$ cat src/rtl/p2s_tx.sv
// Parallel-to-serial transmitter: one-word holding buffer feeding an MSB-first
// shifter framed by an active-low strobe, with a fixed idle gap after each frame.
module p2s_tx #(
    parameter int unsigned DW  = 8,
    parameter int unsigned GAP = 4
) (
    input  logic          clka,
    input  logic          rst,
    input  logic          din_vld,
    input  logic [DW-1:0] din,
    output logic          din_rdy,
    output logic          wra_n,
    output logic          da,
    output logic          busy,
    output logic          done
);

    localparam int unsigned CW = $clog2(DW);
    localparam int unsigned GW = (GAP > 1) ? $clog2(GAP) : 1;

    typedef enum logic [1:0] {
        ST_IDLE,
        ST_SHIFT,
        ST_GAP
    } state_e;

    state_e          state_q, state_d;
    logic [DW-1:0]   hold_q, hold_d;
    logic            hold_vld_q, hold_vld_d;
    logic [DW-1:0]   shreg_q, shreg_d;
    logic [CW-1:0]   bitcnt_q, bitcnt_d;
    logic [GW-1:0]   gapcnt_q, gapcnt_d;
    logic            wra_n_q, wra_n_d;
    logic            da_q, da_d;
    logic            done_q, done_d;
    logic            load;

    // State register; reset forces the strobe high and drops any held word.
    always_ff @(posedge clka or posedge rst) begin
        if (rst) begin
            state_q    <= ST_IDLE;
            hold_q     <= '0;
            hold_vld_q <= 1'b0;
            shreg_q    <= '0;
            bitcnt_q   <= '0;
            gapcnt_q   <= '0;
            wra_n_q    <= 1'b1;
            da_q       <= 1'b0;
            done_q     <= 1'b0;
        end else begin
            state_q    <= state_d;
            hold_q     <= hold_d;
            hold_vld_q <= hold_vld_d;
            shreg_q    <= shreg_d;
            bitcnt_q   <= bitcnt_d;
            gapcnt_q   <= gapcnt_d;
            wra_n_q    <= wra_n_d;
            da_q       <= da_d;
            done_q     <= done_d;
        end
    end

    // Next-state: buffer accept, frame sequencing and registered line values.
    always_comb begin
        state_d    = state_q;
        hold_d     = hold_q;
        hold_vld_d = hold_vld_q;
        shreg_d    = shreg_q;
        bitcnt_d   = bitcnt_q;
        gapcnt_d   = gapcnt_q;
        wra_n_d    = wra_n_q;
        da_d       = da_q;
        done_d     = 1'b0;
        load       = 1'b0;

        // Accept and load never coincide: a full buffer holds din_rdy low.
        if (din_vld && din_rdy) begin
            hold_d     = din;
            hold_vld_d = 1'b1;
        end

        case (state_q)
            ST_IDLE: begin
                wra_n_d = 1'b1;
                da_d    = 1'b0;
                load    = hold_vld_q;
            end
            ST_SHIFT: begin
                if (bitcnt_q != '0) begin
                    shreg_d  = shreg_q << 1;
                    da_d     = shreg_q[DW-2];
                    bitcnt_d = bitcnt_q - CW'(1);
                end else begin
                    wra_n_d  = 1'b1;
                    da_d     = 1'b0;
                    done_d   = 1'b1;
                    gapcnt_d = GW'(GAP - 1);
                    state_d  = ST_GAP;
                end
            end
            ST_GAP: begin
                wra_n_d = 1'b1;
                da_d    = 1'b0;
                if (gapcnt_q != '0) begin
                    gapcnt_d = gapcnt_q - GW'(1);
                end else if (hold_vld_q) begin
                    load = 1'b1;
                end else begin
                    state_d = ST_IDLE;
                end
            end
            default: begin
                state_d = ST_IDLE;
            end
        endcase

        if (load) begin
            shreg_d    = hold_q;
            hold_vld_d = 1'b0;
            wra_n_d    = 1'b0;
            da_d       = hold_q[DW-1];
            bitcnt_d   = CW'(DW - 1);
            state_d    = ST_SHIFT;
        end
    end

    assign din_rdy = ~hold_vld_q & ~rst;
    assign busy    = (state_q != ST_IDLE) | hold_vld_q;
    assign wra_n   = wra_n_q;
    assign da      = da_q;
    assign done    = done_q;

endmodule
$ cat config.mk
export PLATFORM = sky130hd
export DESIGN_NAME = p2s_tx
export DESIGN_NICKNAME = d
export VERILOG_FILES = /design/src/rtl/p2s_tx.sv
export SDC_FILE = /design/constraint.sdc
export NUM_CORES = 1
export LEC_CHECK = 0
export CORE_UTILIZATION = 56
export CTS_BUF_LIST = sky130_fd_sc_hd__clkbuf_2
export CTS_CLUSTER_SIZE = 16
export DETAILED_ROUTE_END_ITERATION = 7
export HOLD_SLACK_MARGIN = 0.12
export PLACE_DENSITY_LB_ADDON = 0.12
export SLEW_MARGIN = 20
export SYNTH_ARGS = -nofsm -noshare
export SYNTH_HDL_FRONTEND = slang
export SYNTH_SLANG_ARGS = --single-unit
$ cat constraint.sdc
create_clock -name clka -period 2.1 [get_ports clka]
set_input_delay 0.42 -clock clka [delete_from_list [all_inputs] [get_ports clka]]
set_output_delay 0.42 -clock clka [all_outputs]
set_load 0.05 [all_outputs]
== Word-level counts from Yosys, hierarchy flattened ==
Index checks and enable logic that the tools add are counted.

* Bits in registers: 26
* Bits in latches: 0
* Bits in writable memories: 0
* Bits in read-only memories: 0
* Output and inout port bits: 5
* Memories kept: 0

* Add/subtract/negate cells: 2
* Multiply operators: 0
* Div/mod/pow operators: 0
* Order comparisons: 0
* Equality and inequality tests: 8
* Shift operators: 0
* Multiplexer cells: 27
* Bitwise logic cells: 4
* Reduce and logical (&&, ||, !) cells: 15

{| class="wikitable"
|+ Operators with widths
! kind !! number
|-
| $mux 7 || 3
|-
| $mux 2 || 6
|-
| $reduce_bool 2->1 || 6
|-
| $mux 1 || 10
|-
| $mux 3 || 3
|-
| $ne 3x3->1 const B || 3
|-
| $ne 2x2->1 const B || 3
|-
| $pmux 1 s2 || 3
|-
| $pmux 2 s3 || 1
|-
| $reduce_bool 3->1 || 2
|-
| $pmux 2 s2 || 1
|-
| $reduce_and 2->1 || 2
|-
| $reduce_and 4->1 || 1
|-
| $reduce_and 3->1 || 1
|-
| $sub 3x1->3 const B || 1
|-
| $eq 2x1->1 const B || 1
|-
| $eq 2x2->1 const B || 1
|-
| $logic_not 2->1 || 1
|-
| $not 1->1 || 2
|-
| $reduce_or 2->1 || 1
|-
| $sub 2x1->2 const B || 1
|-
| $and 1x1->1 || 1
|-
| $logic_and 1x1->1 || 1
|-
| $or 1x1->1 || 1
|}

== Longest topological paths before layout ==
* Depth in word-level cells: 5
* Mapped depth: 7
* Gate-level depth less buffers: 5

== Worst setup path after synthesis ==
No wires, ideal clock.

* Kind: flip-flop to flip-flop
* Start: register gapcnt_q[0]
* End: register shreg_q[6]
* Data arrival time: 1.400 ns
* Data required time: 1.974 ns
* Slack: 0.574 ns
* Cell stages (with the launch flop): 8
* Buffers on the path: 2
* Cells stage by stage: dfrtp_1 inv_1 ha_1 nand2b_1 buf_6 and2_4 buf_6 a221o_1

* Word-level cells in the longest chain between the ends: 5
* Elaborated cells on any way between the ends: 7

{| class="wikitable"
|+ Ends and longest elaborated chain
! what !! RTL line !! source
|-
| start, declared || 32 || <nowiki>logic [GW-1:0] gapcnt_q, gapcnt_d;</nowiki>
|-
| start signal, assigned || 56 || <nowiki>gapcnt_q <= gapcnt_d;</nowiki>
|-
| $reduce_bool 2->1 * || 104 || <nowiki>if (gapcnt_q != '0) begin</nowiki>
|-
| $mux 1 * || 104 ||
|-
| $pmux 1 s2 * || 82 || <nowiki>case (state_q)</nowiki>
|-
| $reduce_bool 2->1 (no source line) || -- ||
|-
| $reduce_and 2->1 (no source line) || -- ||
|-
| end signal, assigned || 54 || <nowiki>shreg_q <= shreg_d;</nowiki>
|-
| end, declared || 30 || <nowiki>logic [DW-1:0] shreg_q, shreg_d;</nowiki>
|}

Mark *: on every way between the ends. The rest lies on a longest branch, timed or not.
A chain may end at the register's enable or synchronous reset.

== Worst setup path in the final report ==
* Start: register da_q, in the netlist da
* End: output da

{| class="wikitable"
|+ RTL lines
! what !! RTL line !! source
|-
| start, declared || 34 || <nowiki>logic da_q, da_d;</nowiki>
|-
| start signal, assigned || 48 || <nowiki>da_q <= 1'b0;</nowiki>
|-
| start signal, assigned || 58 || <nowiki>da_q <= da_d;</nowiki>
|-
| end, declared || 13 || <nowiki>output logic da,</nowiki>
|}

No word-level cell between the ends.

==> insert_results.sql <==
INSERT INTO impl_metrics (metric_group, metric, value, unit) VALUES
('status', 'outcome', 'complete, no violations', ''),
('floorplanning', 'die_height', '47.9', 'um'),
('floorplanning', 'effective_utilization_at_floorplan', '60.1', '%'),
('clocking', 'insertion_delay', '0.33', 'ns'),
('pwr', 'power.ir.vdd_worst', '994', 'uV'),
('global_route', 'grt_pass1_wl', '3190', 'um'),
('cells_and_area', 'insertedDiodeCount', '0', ''),
('worst_setup_path', 'end_kind', 'primary output', ''),
('global_route', 'global_route.peak_usage_layer', 'met2', ''),
('global_route', 'grtUsageMet3', '3.40', '%'),
('cells_and_area', 'most_common_library_cell_in_the_layout_ignoring_fill_and_taps', 'dfrtp_1', ''),
('cells_and_area', 'areaGrowthSynthToFinish', '16.8', '%'),
('clocking', 'cts.htree.levels', '1', ''),
('clocking', 'clock_sink_count', '26', ''),
('timing', 'setup-violations-final', '0', ''),
('timing', 'setup_total_negative_slack', '0', 'ns'),
('synth', 'synth_area_per_cell', '12.0', 'um2'),
('cells_and_area', 'finalInstanceArea', '1380', 'um2'),
('floorplanning', 'io_pins', '16', ''),
('cells_and_area', 'fin_nets', '130', ''),
('clocking', 'hold_buffers', '0', ''),
('clocking', 'worst_setup_hold_path_clk_slew', '0.23', 'ns'),
('timing', 'max_clock_freq', '509', 'MHz'),
('placement', 'routabilityCongestion', '0.670', ''),
('detailed_routing', 'avg_wl_per_cell', '13.9', 'um'),
('clocking', 'tritoncts.num_buffers', '3', ''),
('worst_setup_path', 'worstPathCellList', 'clkdlybuf4s50_1', ''),
('job', 'cap_viol_max_count', '0', ''),
('timing', 'maxSlewHeadroom', '66.0', '%'),
('worst_setup_path', 'criticalPathCategory', 'flip-flop to primary output', ''),
('global_route', 'grt_overflow_total', '0', ''),
('detailed_routing', 'finalWirelength', '1980', 'um'),
('synth', 'netlist_area', '1180', 'um2'),
('cells_and_area', 'drive_above_1_share', '18.3', '%'),
('global_route', 'antenna_found_initial', '0', ''),
('floorplanning', 'fp.dieW', '47.9', 'um'),
('placement', 'final_hpwl_from_detailed_placement', '1400', 'um'),
('synth', 'register_area_share_after_synthesis', '55.2', '%'),
('global_route', 'grt_use_met1', '26.8', '%'),
('global_route', 'grt_max_degree', '27', ''),
('cells_and_area', 'leading_cell_types_in_the_layout_fill_and_taps_excluded', '25 x dfrtp_1, 12 x clkdlybuf4s50_1, 8 x mux2_2', ''),
('global_route', 'via_count_of_the_first_global_routing_pass', '737', ''),
('synth', 'synth_cell_types', '30', ''),
('worst_setup_path', 'worst_ep_required_time', '1.68', 'ns'),
('detailed_routing', 'drt-initial-drc-count', '27', ''),
('worst_setup_path', 'critical_path.max_fanout', '2', ''),
('detailed_routing', 'antenna_violating_nets_post_route', '0', ''),
('synth', 'ys_ff_latch', '26', ''),
('global_route', 'grt.met2_usage', '33.5', '%'),
('floorplanning', 'std_cell_rows', '16', ''),
('timing', 'hold_viol_final', '0', ''),
('detailed_routing', 'dr_total_vias', '814', ''),
('clocking', 'clockRootBuffer', 'clkbuf_2', ''),
('timing', 'tightest_slew', '0.509', 'ns'),
('worst_setup_path', 'critical_path.slowest_cell', 'clkdlybuf4s50_1', ''),
('worst_setup_path', 'setup.worst_path.start_class', 'flip-flop', ''),
('synth', 'postSynthNetCount', '112', ''),
('timing', 'final_min_period_over_clock_period', '93.5', '%'),
('detailed_routing', 'drt_pass1_iterations', '4', ''),
('detailed_routing', 'via_per_inst', '5.73', ''),
('timing', 'slew_violations', '0', ''),
('pwr', 'cellLeakagePower', '0.648', 'nW'),
('pwr', 'power.density_cell_area', '1370', 'nW/um2'),
('min_path', 'hp-class', 'primary input to asynchronous set/reset pin', ''),
('synth', 'yosys_warnings', '0', ''),
('worst_setup_path', 'critical-path-top-delay-family', 'buffers and inverters', ''),
('cells_and_area', 'layout_cells_excl_fill', '142', ''),
('worst_setup_path', 'worst-path-buf-inv', '1', ''),
('worst_setup_path', 'cpPeakStageDelay', '0.81', 'ns'),
('timing', 'fin_skew', '0.00720', 'ns'),
('worst_setup_path', 'timing.critical_path.arrival', '1.54', 'ns'),
('detailed_routing', 'remaining_drc_errors', '0', ''),
('timing', 'setup_repair_after_global_routing_missed_its_margin', 'false', ''),
('placement', 'place_area', '1360', 'um2'),
('clocking', 'cts_max_path_buffers', '2', ''),
('timing', 'layout_min_cycle_time', '1.96', 'ns'),
('clocking', 'tritoncts_clock_tree', 'built', ''),
('synth', 'post_synth_inst_count', '98', ''),
('placement', 'numPlacedInstances', '138', ''),
('placement', 'port_buffers', '15', ''),
('global_route', 'grt_usage', '20.4', '%'),
('floorplanning', 'fp.dieArea', '2290', 'um2'),
('floorplanning', 'core', '1960', 'um2');
state kept, by name, indices dropped and copies added (netlist names):
signal / flops
bitcnt_q: 3
hold_q: 8
gapcnt_q: 2
done: 1
wra_n: 1
hold_vld_q: 1
shreg_q: 7
da: 1
state_q: 2
cell families after synthesis:
kind of cell	Yosys count	share of synthesized area, %
buffers and inverters	11	4.88
flip-flops	26	55.2
adder cells (fa/ha/maj)	3	3.18
AND/OR/NAND/NOR	31	15.6
multiplexers	8	7.64
AO/OA/AOI/OAI	19	13.5
power breakdown:
group          switching [mW]  total (mW)  internal, mW
logic                   0.437       0.845         0.409
registers               0.141       0.858         0.717
clock network           0.138       0.188        0.0503
Yosys cell counts:
cell type | n | area [um2]
dfrtp_1 | 25 | 626
mux2_2 | 8 | 90.1
and3_1 | 7 | 43.8
a221o_1 | 6 | 60.1
inv_1 | 6 | 22.5
nor2_1 | 5 | 18.8
nand2_1 | 4 | 15.0
o21ai_0 | 4 | 20.0
ha_1 | 3 | 37.5
nand2b_1 | 3 | 18.8
nand3_1 | 3 | 15.0
a31oi_1 | 2 | 12.5
buf_6 | 2 | 22.5
clkbuf_1 | 2 | 7.51
nor2b_1 | 2 | 12.5
or3_1 | 2 | 12.5
a21oi_1 | 1 | 5.00
a22o_1 | 1 | 8.76
a22oi_4 | 1 | 21.3
a32oi_1 | 1 | 8.76
and2_4 | 1 | 8.76
and2b_1 | 1 | 7.51
buf_2 | 1 | 5.00
dfstp_2 | 1 | 26.3
nor3_1 | 1 | 5.00
nor3b_1 | 1 | 7.51
nor3b_4 | 1 | 18.8
o21a_1 | 1 | 7.51
o22ai_1 | 1 | 6.26
o311ai_0 | 1 | 8.76
cell type report:
class | instances | area [um2]
Timing Repair Buffer | 18 | 179
Tap cell | 27 | 33.8
Inverter | 6 | 22.5
Clock buffer | 4 | 20.0
Sequential cell | 26 | 652
Multi-Input combinational cell | 61 | 470
Fill cell | 168 | 584
what timing repair did:
item | CTS | global route
buffers inserted | 0 | 0
resized for setup | 1 | 0
setup endpoints to repair | 1 | 0
worst paths after layout:
path                                         startpoint                      to  slack, ns  depth (start not counted)
worst max-delay path                     da$_DFFE_PP0P_                      da       0.14                          1
worst max register to register  bitcnt_q[0]$_DFFE_PP0P_  shreg_q[5]$_DFFE_PP0P_       0.43                          5
worst min-delay path                                rst   hold_q[3]$_DFFE_PP0P_       0.51                          3
worst min register to register   shreg_q[0]$_DFFE_PP0P_  shreg_q[0]$_DFFE_PP0P_       0.52                          1
max in group asynchronous                           rst       wra_n$_DFFE_PP1P_       1.29                          3
min in group clka                shreg_q[0]$_DFFE_PP0P_  shreg_q[0]$_DFFE_PP0P_       0.52                          1
through the flow:
stage	total power, mW	hold WS (ns)	setup WS [ns]	utilization (%)
after floorplan	1.50	0.458	0.574	-
after global placement	1.70	0.480	0.236	69.3
after detailed placement	1.73	0.477	0.210	69.3
after CTS	1.91	0.494	0.119	70.2
after global routing	2.02	0.522	0.0744	70.2
final	1.89	0.510	0.137	70.2
per-layer routing:
layer	vias to the layer above	wire, um
met5	-	0
met1	411	905
met4	0	24
met3	2	43
li1	390	-
met2	11	1010
No activity file was read; power rests on OpenSTA's default activity.
